### src/rtl/vec_reduce_pkg.sv
// Shared types and default widths for the streaming vector reduction unit.
// Operation codes match the 3-bit command encoding seen on cmd_op.
package vec_reduce_pkg;

    localparam int F_DATA_DEF = 32;
    localparam int LEN_W_DEF  = 8;

    typedef enum logic [2:0] {
        RED_MAX    = 3'd0,
        RED_MIN    = 3'd1,
        RED_AND    = 3'd2,
        RED_OR     = 3'd3,
        RED_XOR    = 3'd4,
        RED_ARGMAX = 3'd5,
        RED_ARGMIN = 3'd6,
        RED_RSVD   = 3'd7
    } red_op_e;

    typedef enum logic [1:0] {
        IDLE = 2'd0,
        RUN  = 2'd1,
        DONE = 2'd2
    } state_e;

    function automatic logic is_arg_op(input red_op_e op);
        return (op == RED_ARGMAX) || (op == RED_ARGMIN);
    endfunction

endpackage

### src/rtl/reduce_step.sv
// One fold step of the reduction: combines the running accumulator with a new element.
// Selection ops compare only the signed real half; the winner's whole word is kept.
module reduce_step
    import vec_reduce_pkg::*;
#(
    parameter int F_DATA = F_DATA_DEF,
    parameter int H_DATA = F_DATA / 2
) (
    input  logic [F_DATA-1:0] acc,
    input  logic [F_DATA-1:0] in_data,
    input  red_op_e           op,
    output logic [F_DATA-1:0] next_acc,
    output logic              take_new
);

    logic signed [H_DATA-1:0] acc_re;
    logic signed [H_DATA-1:0] in_re;
    logic                     in_gt;
    logic                     in_lt;

    assign acc_re = acc[F_DATA-1:H_DATA];
    assign in_re  = in_data[F_DATA-1:H_DATA];

    // Strict compares: on a tie the earlier element stays selected.
    assign in_gt = in_re > acc_re;
    assign in_lt = in_re < acc_re;

    // NOTE: every output gets a default before the case so no path leaves it unassigned (no latch).
    always_comb begin
        take_new = 1'b0;
        next_acc = acc;
        case (op)
            RED_MAX, RED_ARGMAX: begin
                take_new = in_gt;
                if (in_gt) next_acc = in_data;
            end
            RED_MIN, RED_ARGMIN: begin
                take_new = in_lt;
                if (in_lt) next_acc = in_data;
            end
            RED_AND: next_acc = acc & in_data;
            RED_OR:  next_acc = acc | in_data;
            RED_XOR: next_acc = acc ^ in_data;
            default: ;
        endcase
    end

endmodule

### src/rtl/vec_reduce.sv
// Streaming reduction unit: takes one command, folds cmd_len+1 packed complex elements,
// and returns a single registered result (with index for arg ops) over a valid/ready port.
module vec_reduce
    import vec_reduce_pkg::*;
#(
    parameter int F_DATA = F_DATA_DEF,
    parameter int H_DATA = F_DATA / 2,
    parameter int LEN_W  = LEN_W_DEF
) (
    input  logic              clk,
    input  logic              rst_n,
    input  logic              cmd_valid,
    output logic              cmd_ready,
    input  logic [2:0]        cmd_op,
    input  logic [LEN_W-1:0]  cmd_len,
    input  logic              in_valid,
    output logic              in_ready,
    input  logic [F_DATA-1:0] in_data,
    input  logic              in_last,
    output logic              res_valid,
    input  logic              res_ready,
    output logic [F_DATA-1:0] res_data,
    output logic [LEN_W-1:0]  res_idx,
    output logic              res_err
);

    state_e            state_q;
    state_e            state_d;
    red_op_e           cmd_op_e;
    red_op_e           op_q;
    logic [LEN_W-1:0]  len_q;
    logic [LEN_W-1:0]  count_q;
    logic [F_DATA-1:0] acc_q;
    logic [LEN_W-1:0]  idx_q;
    logic              err_q;

    logic [F_DATA-1:0] next_acc;
    logic              take_new;
    logic              cmd_fire;
    logic              in_fire;
    logic              at_len;
    logic              vec_end;

    assign cmd_op_e = red_op_e'(cmd_op);
    assign cmd_fire = cmd_valid & cmd_ready;
    assign in_fire  = in_valid & in_ready;
    assign at_len   = (count_q == len_q);
    // Whichever end marker shows up first closes the vector.
    assign vec_end  = at_len | in_last;

    reduce_step #(
        .F_DATA (F_DATA),
        .H_DATA (H_DATA)
    ) u_step (
        .acc      (acc_q),
        .in_data  (in_data),
        .op       (op_q),
        .next_acc (next_acc),
        .take_new (take_new)
    );

    // NOTE: sequential state uses non-blocking assignments so all flops update together on the edge.
    always_ff @(posedge clk or negedge rst_n) begin
        if (!rst_n) state_q <= IDLE;
        else        state_q <= state_d;
    end

    always_comb begin
        state_d   = state_q;
        cmd_ready = 1'b0;
        in_ready  = 1'b0;
        res_valid = 1'b0;
        case (state_q)
            IDLE: begin
                cmd_ready = 1'b1;
                if (cmd_valid) state_d = (cmd_op_e == RED_RSVD) ? DONE : RUN;
            end
            RUN: begin
                in_ready = 1'b1;
                if (in_valid && vec_end) state_d = DONE;
            end
            DONE: begin
                res_valid = 1'b1;
                if (res_ready) state_d = IDLE;
            end
            default: state_d = IDLE;
        endcase
    end

    always_ff @(posedge clk or negedge rst_n) begin
        if (!rst_n) begin
            op_q    <= RED_MAX;
            len_q   <= '0;
            count_q <= '0;
            acc_q   <= '0;
            idx_q   <= '0;
            err_q   <= 1'b0;
        end else if (cmd_fire) begin
            op_q    <= cmd_op_e;
            len_q   <= cmd_len;
            count_q <= '0;
            acc_q   <= '0;
            idx_q   <= '0;
            err_q   <= (cmd_op_e == RED_RSVD);
        end else if (in_fire) begin
            if (count_q == '0) begin
                acc_q <= in_data;
            end else begin
                acc_q <= next_acc;
                if (take_new && is_arg_op(op_q)) idx_q <= count_q;
            end
            // The count stops at the last element, so a full-length vector never wraps it.
            if (vec_end) err_q   <= (at_len != in_last);
            else         count_q <= count_q + LEN_W'(1);
        end
    end

    assign res_data = acc_q;
    assign res_idx  = idx_q;
    assign res_err  = err_q;

endmodule

### config.mk
export PLATFORM = sky130hd
export DESIGN_NAME = vec_reduce
export DESIGN_NICKNAME = d
export VERILOG_FILES = /design/src/rtl/vec_reduce_pkg.sv /design/src/rtl/reduce_step.sv /design/src/rtl/vec_reduce.sv
export SDC_FILE = /design/constraint.sdc
export NUM_CORES = 1
export LEC_CHECK = 0
export CORE_MARGIN = 3
export CORE_UTILIZATION = 33
export DETAILED_ROUTE_END_ITERATION = 7
export GPL_ROUTABILITY_DRIVEN = 0
export PLACE_DENSITY = 0.57
export RECOVER_POWER = 50
export SYNTH_ARGS = -nofsm -noshare
export SYNTH_HDL_FRONTEND = slang
export SYNTH_SLANG_ARGS = --single-unit
### constraint.sdc
create_clock -name clk -period 6 [get_ports clk]
set_clock_uncertainty 0.2 [all_clocks]
set_input_delay 1.2 -clock clk [delete_from_list [all_inputs] [get_ports clk]]
set_output_delay 1.2 -clock clk [all_outputs]
set_load 0.005 [all_outputs]
==> load_flow_metrics.sql, run 1 <==
INSERT INTO impl_metrics (metric_group, metric, value, unit) VALUES
('drt', 'drt_drc_violations_left', '0', ''),
('clocking', 'clockBufferDepth', '2', ''),
('worst_setup_path', 'r2r_setup_slack', '1960', 'ps'),
('clocking', 'h_tree_depth', '3', ''),
('timing', 'transition_time_of_the_tightest_slew_check_pin', '3410', 'ps'),
('drt', 'met1_length', '7.56', 'mm'),
('synth', 'yosysWarnings', '0', ''),
('pwr', 'pwr_density_cell', '467', 'mW/mm2'),
('finish', 'layout-drive-gt1-share', '10.3', '%'),
('timing', 'worst_slew_margin_rel', '-127', '%'),
('worst_setup_path', 'criticalPathCategory', 'in -> reg', ''),
('synth', 'postSynthRegisterBits', '62', ''),
('floorplan', 'die_y', '141', 'um'),
('min_path', 'holdCritStartpoint', 'len_q[6]', ''),
('timing', 'rsz_0062_raised_after_global_routing', 'no', ''),
('place', 'placement.io_buffers', '92', ''),
('timing', 'final.period_utilization', '79.5', '%'),
('grt', 'number_of_antenna_violations_at_the_first_check_in_global_routing', '0', ''),
('floorplan', 'floorplan.die_area', '0.0200', 'mm2'),
('synth', 'synth_cells', '719', ''),
('job', 'drv.max_cap_violation_count', '1', ''),
('drt', 'detail_route.first_pass.iterations', '5', ''),
('worst_setup_path', 'setup.worst_path.end_class', 'flip-flop', ''),
('worst_setup_path', 'slowest_stage', 'sky130_fd_sc_hd__clkbuf_1', ''),
('synth', 'netlist_area', '0.00604', 'mm2'),
('floorplan', 'fp-row-count', '48', ''),
('synth', 'ys_seq_area_share', '25.7', '%'),
('min_path', 'min_delay_path_depth', '2', ''),
('timing', 'hold_viol', '0', ''),
('finish', 'finish.cell_count_without_fillers', '1013', ''),
('drt', 'routed_vias', '5296', ''),
('synth', 'postSynth.asyncResetShare', '100', '%'),
('worst_setup_path', 'timing.critical_path.cells', 'clkdlybuf4s50_1, and2_2, clkbuf_1, nand2_1, a21boi_0', ''),
('floorplan', 'initial_utilization', '34.3', '%'),
('timing', 'setup_violations', '0', ''),
('drt', 'wl_met3', '950', 'um'),
('synth', 'avg_synthesized_cell_area', '8.40', 'um2'),
('drt', 'met2WireLength', '7.46', 'mm'),
('timing', 'period_needed', '4770', 'ps'),
('timing', 'drv_slew', '53', ''),
('finish', 'flow.area_growth_from_synthesis', '22.9', '%'),
('clocking', 'cts.sinks', '62', ''),
('outcome', 'status', 'finished, violations left', ''),
('min_path', 'worst_hold_path_type', 'reg -> reg', ''),
('place', 'placed_cells_incl_taps', '997', ''),
('clocking', 'cts-hold-fix-buffers', '0', ''),
('worst_setup_path', 'crit_start', 'cmd_valid', ''),
('drt', 'ant_nets', '0', ''),
('drt', 'drt-vias-per-instance', '5.23', ''),
('grt', 'grt_max_degree', '63', ''),
('synth', 'postSynth.topFlopCell', 'sky130_fd_sc_hd__dfrtp_1', ''),
('grt', 'grt_first_pass_wirelength', '27.2', 'mm'),
('grt', 'global_route.overflow_total', '0', ''),
('worst_setup_path', 'r2r_end', 'res_err', ''),
('floorplan', 'die_x', '141', 'um'),
('clocking', 'clock_latency', '340', 'ps'),
('min_path', 'whs_endpoint', 'len_q[6]', ''),
('drt', 'dr.max_layer_used', 'met4', ''),
('outcome', 'failed_checks', 'max-capacitance violations, max-slew violations', ''),
('clocking', 'post_cts_resize_count', '0', ''),
('worst_setup_path', 'crit_fanout', '52', ''),
('drt', 'routed_wirelength', '16.1', 'mm'),
('worst_setup_path', 'rr_worst_depth', '5', ''),
('finish', 'layout.nets', '915', ''),
('timing', 'setup-tns-final', '0', 'ps'),
('place', 'hpwlAfterDp', '10.8', 'mm'),
('worst_setup_path', 'timing.rr.start', 'state_q[1]', ''),
('clocking', 'worst_setup_hold_path_clk_slew', '50', 'ps'),
('finish', 'insertedDiodeCount', '0', ''),
('drt', 'route.detailed.wl_per_inst', '15.9', 'um'),
('pwr', 'power.static_leakage', '3.28', 'nW');
==> worst max path at each step <==
stage                         to  cells past startpoint
finish                   res_err                      5
global route             res_err                      5
CTS                 res_data[22]                     10
detailed placement  res_data[23]                     10
global placement    res_data[27]                     10
floorplan             res_idx[0]                      8
==> routing by layer <==
layer	track usage (%)	up-vias
li1	-	2646
met1	22.2	2523
met2	27.2	118
met3	4.75	9
met4	3.06	0
met5	0	-
==> flip-flops by register name (all words and copies together), names as in the netlist <==
register and count:
len_q 8, res_idx 8, count_q 8, state_q 2, res_err 1, op_q 3
res_data 32
==> worst max-delay path, delay by kind of cell <==
kind	cells	cell delay [ps]
compound gates	1	250
buf+inv	2	2890
simple gates	2	420
==> cell families (layout without fill, tap and decap cells) <==
group,after synthesis,in the layout,synth area share (%)
muxes,23,23,4.02
AOI/OAI and AO/OA,202,202,25.6
xor gates and xnor gates,15,15,2.17
and+or+nand+nor,191,191,15.1
buffers and inverters,143,212,10.2
adders and majority gates,83,83,17.2
DFF,62,62,25.7
==> cells in the final DEF, fill, tap and decap left out, drive strengths merged, types with 35 or more instances in the layout <==
master         count
clkdlybuf4s50     70
dfrtp             62
ha                83
inv               89
nand2             56
nand3             35
nor2              67
o211ai            65
o21ai             38
==> cell usage after synthesis, types with 2 or more instances <==
cell type	count	area, um2
sky130_fd_sc_hd__a21oi_1	25	125
sky130_fd_sc_hd__nand4_1	3	18.8
sky130_fd_sc_hd__mux2i_1	22	220
sky130_fd_sc_hd__nor4_1	2	12.5
sky130_fd_sc_hd__and2_1	2	12.5
sky130_fd_sc_hd__o21ai_0	7	35.0
sky130_fd_sc_hd__nor2b_1	7	43.8
sky130_fd_sc_hd__xnor2_1	7	61.3
sky130_fd_sc_hd__clkbuf_1	25	93.8
sky130_fd_sc_hd__o21ai_1	31	155
sky130_fd_sc_hd__nor3_1	5	25.0
sky130_fd_sc_hd__dfrtp_1	62	1550
sky130_fd_sc_hd__xor2_1	8	70.1
sky130_fd_sc_hd__nand2b_1	2	12.5
sky130_fd_sc_hd__nand2_1	56	210
sky130_fd_sc_hd__a211oi_2	32	400
sky130_fd_sc_hd__ha_1	83	1040
sky130_fd_sc_hd__a22oi_1	32	240
sky130_fd_sc_hd__nor2_1	65	244
sky130_fd_sc_hd__buf_6	8	90.1
sky130_fd_sc_hd__nand3_1	35	175
sky130_fd_sc_hd__buf_1	8	30.0
sky130_fd_sc_hd__o211ai_1	65	488
sky130_fd_sc_hd__inv_1	89	334
sky130_fd_sc_hd__buf_2	12	60.1
==> through the flow <==
stage	power, mW	utilization (%)	area [um2]	hold slack [ps]	worst slack [ps]
final	3.47	42.2	7430	294	1230
after global routing	3.80	42.2	7430	322	892
after CTS	3.51	42.2	7430	299	1550
after detailed placement	2.91	40.3	7100	286	1190
after global placement	2.88	40.3	7100	283	1280
after floorplan	2.25	-	6040	265	2670
==> area by class of cell <==
type / count / area (um2) / area share (%)
multi-input cells: 514 / 3900 / 52.5
repair buffers: 107 / 1020 / 13.8
clock buffers: 13 / 270 / 3.64
well taps: 225 / 282 / 3.79
flip-flops and latches: 62 / 1550 / 20.9
clock inverters: 3 / 65.1 / 0.876
inverters: 89 / 334 / 4.50
==> power by group <==
group          leakage [nW]  total [mW]  switching, mW  internal [mW]
sequential            0.792       0.762          0.179          0.583
clock                 0.166       0.591          0.194          0.397
combinational          2.33        2.11           1.23          0.885
No activity file was read; power rests on OpenSTA's default activity.
==> inputs of run 2 (changes only) <==
Settings changed: PLACE_DENSITY 0.57 to 0.59.
Clock period 6 ns to 4.15 ns, I/O delays scaled along.
==> load_flow_metrics.sql, run 2 (synthesis gave the netlist of run 1 again) <==
INSERT INTO impl_metrics (metric_group, metric, value, unit) VALUES
('timing', 'setup-tns-final', '0', 'ps'),
('timing', 'period_needed', '3530', 'ps'),
('drt', 'detail_route.first_pass.iterations', '6', ''),
('drt', 'routed_wirelength', '16.3', 'mm'),
('drt', 'drt_drc_violations_left', '0', ''),
('pwr', 'seq_power_share', '22.6', '%'),
('worst_setup_path', 'setup.worst_path.end_class', 'flip-flop', ''),
('worst_setup_path', 'rr_worst_depth', '8', ''),
('pwr', 'power.static_leakage', '3.28', 'nW'),
('place', 'placed_area', '0.00714', 'mm2'),
('pwr', 'ir_drop', '0.336', 'mV'),
('floorplan', 'floorplan.die_area', '0.0200', 'mm2'),
('min_path', 'whs_endpoint', 'len_q[2]', ''),
('timing', 'setup_violations', '0', ''),
('finish', 'insertedDiodeCount', '0', ''),
('finish', 'layout.nets', '916', ''),
('pwr', 'power.net_switching', '2.34', 'mW'),
('grt', 'grt_pass1_vias', '5173', ''),
('finish', 'fillers', '1769', ''),
('drt', 'drt-initial-drc-count', '357', ''),
('worst_setup_path', 'data_arrival_time_of_the_worst_path', '3530', 'ps'),
('min_path', 'holdCritStartpoint', 'len_q[2]', ''),
('finish', 'most_common_cell_after_layout_fill_and_taps_aside', 'sky130_fd_sc_hd__inv_1', ''),
('worst_setup_path', 'cp_startpoint_kind', 'input pin', ''),
('floorplan', 'core', '0.0176', 'mm2'),
('place', 'detailedPlace.worstSlack', '247', 'ps'),
('pwr', 'pwr-share-comb', '62.0', '%'),
('finish', 'most_frequent_cells_in_the_layout', 'sky130_fd_sc_hd__inv_1 (89), sky130_fd_sc_hd__ha_1 (83), sky130_fd_sc_hd__clkdlybuf4s50_1 (71)', ''),
('pwr', 'netSwitchingFraction', '46.9', '%'),
('clocking', 'post_cts_resize_count', '0', ''),
('timing', 'final.period_utilization', '85.0', '%'),
('timing', 'drv_slew', '87', ''),
('finish', 'multiInputGateArea', '0.00390', 'mm2'),
('finish', 'layout-drive-gt1-share', '10.4', '%'),
('place', 'hpwlAfterDp', '10.9', 'mm'),
('floorplan', 'die_y', '141', 'um'),
('job', 'drv.max_cap_violation_count', '2', ''),
('clocking', 'clock_tree.root_cell', 'sky130_fd_sc_hd__clkbuf_16', ''),
('clocking', 'post_cts.repair.setup_buffers', '0', ''),
('worst_setup_path', 'r2r_end', 'res_idx[5]', ''),
('worst_setup_path', 'criticalPathCategory', 'in -> reg', ''),
('grt', 'track_usage', '16.6', '%'),
('finish', 'flow.area_growth_from_synthesis', '23.1', '%'),
('floorplan', 'die_x', '141', 'um'),
('finish', 'final_core_util', '42.3', '%'),
('grt', 'number_of_antenna_violations_at_the_first_check_in_global_routing', '0', ''),
('min_path', 'min_delay_path_depth', '2', ''),
('timing', 'worst_slew_margin_rel', '-31.8', '%'),
('clocking', 'cts-hold-fix-buffers', '0', ''),
('clocking', 'clockBufferDepth', '2', ''),
('drt', 'route.detailed.wl_per_inst', '16.0', 'um'),
('clocking', 'cts_inserted_buffers', '9', ''),
('clocking', 'clock_latency', '340', 'ps'),
('timing', 'rsz_0062_raised_after_global_routing', 'no', ''),
('clocking', 'cts.sinks', '62', ''),
('floorplan', 'top_level_ports', '93', ''),
('finish', 'finish.cell_count_without_fillers', '1014', ''),
('drt', 'drt-vias-per-instance', '5.24', ''),
('pwr', 'power_frac_clock', '15.4', '%'),
('floorplan', 'initial_utilization', '34.3', '%'),
('timing', 'hold_viol', '0', ''),
('timing', 'transition_time_of_the_tightest_slew_check_pin', '1980', 'ps'),
('place', 'placed_cells_incl_taps', '998', ''),
('place', 'placement.io_buffers', '92', ''),
('pwr', 'cellInternalPower', '2.65', 'mW'),
('clocking', 'tritoncts', 'built', ''),
('outcome', 'failed_checks', 'max-capacitance violations, max-slew violations', ''),
('finish', 'largest_register_ff_count', '32', ''),
('grt', 'grt_first_pass_wirelength', '27.1', 'mm'),
('min_path', 'worst_hold_path_type', 'reg -> reg', ''),
('pwr', 'pwr_density_cell', '671', 'mW/mm2'),
('drt', 'routed_vias', '5309', ''),
('timing', 'timing.final.ws_setup', '622', 'ps'),
('grt', 'global_route.overflow_total', '0', ''),
('worst_setup_path', 'required', '4150', 'ps'),
('worst_setup_path', 'timing.rr.start', 'res_data[27]', ''),
('outcome', 'status', 'finished, violations left', ''),
('clocking', 'worst_setup_hold_path_clk_slew', '60', 'ps'),
('finish', 'register_area', '0.00155', 'mm2'),
('worst_setup_path', 'r2r_setup_slack', '1280', 'ps'),
('grt', 'grt_max_degree', '59', ''),
('drt', 'ant_nets', '0', ''),
('worst_setup_path', 'crit_fanout', '32', ''),
('clocking', 'h_tree_depth', '3', ''),
('finish', 'final_area', '0.00744', 'mm2'),
('timing', 'fmaxAchievable', '283', 'MHz'),
('floorplan', 'fp-row-count', '48', '');
-- run 2: cell count changes in the layout (fill, tap and decap cells not counted), sizes merged --
cell,previous run,this run
dlygate4sd3,21,20
buf,15,14
clkdlybuf4s50,70,71
clkinv,1,3
bufinv,2,1
clkbuf,14,15
-- run 2: how the worst max path moves through the flow --
stage	to	slack (ps)	start
floorplan	res_idx[0]	1190	in_data[27]
global placement	res_idx[3]	340	in_data[27]
detailed placement	res_idx[5]	250	in_data[27]
CTS	res_idx[5]	600	in_data[27]
global route	res_idx[3]	400	in_data[27]
finish	res_data[16]	620	in_data[31]
-- run 2: final cells by class --
type / instances / area share, %
multi-input cells: 514 / 52.4
clock buffers: 12 / 3.45
clock inverters: 4 / 0.606
flip-flops and latches: 62 / 20.9
well taps: 225 / 3.79
inverters: 89 / 4.49
repair buffers: 108 / 14.4
-- run 2: power by group through the flow --
| stage | clock [mW] | combinational, mW | sequential [mW] |
|---|---|---|---|
| 6_report | 0.770 | 3.09 | 1.13 |
| 5_1_grt | 0.810 | 3.47 | 1.18 |
| 4_1_cts | 0.783 | 3.14 | 1.14 |
| 3_5_place_dp | 0 | 3.13 | 1.14 |
| 3_3_place_gp | 0 | 3.09 | 1.14 |
| 2_1_floorplan | 0 | 2.20 | 1.05 |
-- run 2: per-layer routing --
metal	wire (um)	share of wire [%]	vias to the layer above	global-route usage (%)
met3	1010	6.2	11	4.31
li1	-	-	2634	-
met4	142	0.87	0	3.72
met1	7620	47	2537	22.6
met2	7500	46	127	26.4
met5	0	0	-	0
-- run 2: worst max-delay path, cell delays in order --
cell	delay (ps)
sky130_fd_sc_hd__clkdlybuf4s50_1	560
sky130_fd_sc_hd__inv_1	60
sky130_fd_sc_hd__ha_1	350
sky130_fd_sc_hd__nor3_1	260
sky130_fd_sc_hd__nand4_1	250
sky130_fd_sc_hd__o31ai_4	500
sky130_fd_sc_hd__o21a_1	190
sky130_fd_sc_hd__buf_4	350
sky130_fd_sc_hd__o211ai_1	170
-- run 2: per-stage QoR --
step,total power [mW],hold slack [ps]
after floorplan,3.25,265
after global placement,4.23,280
after detailed placement,4.27,285
after CTS,5.06,298
after global routing,5.46,316
final,4.99,294
==> inputs of run 3 (changes only) <==
Settings changed: SLEW_MARGIN set to 10.
==> results of run 3 <==
Same layout as run 2: the final DEF is identical, and so are final timing and power.
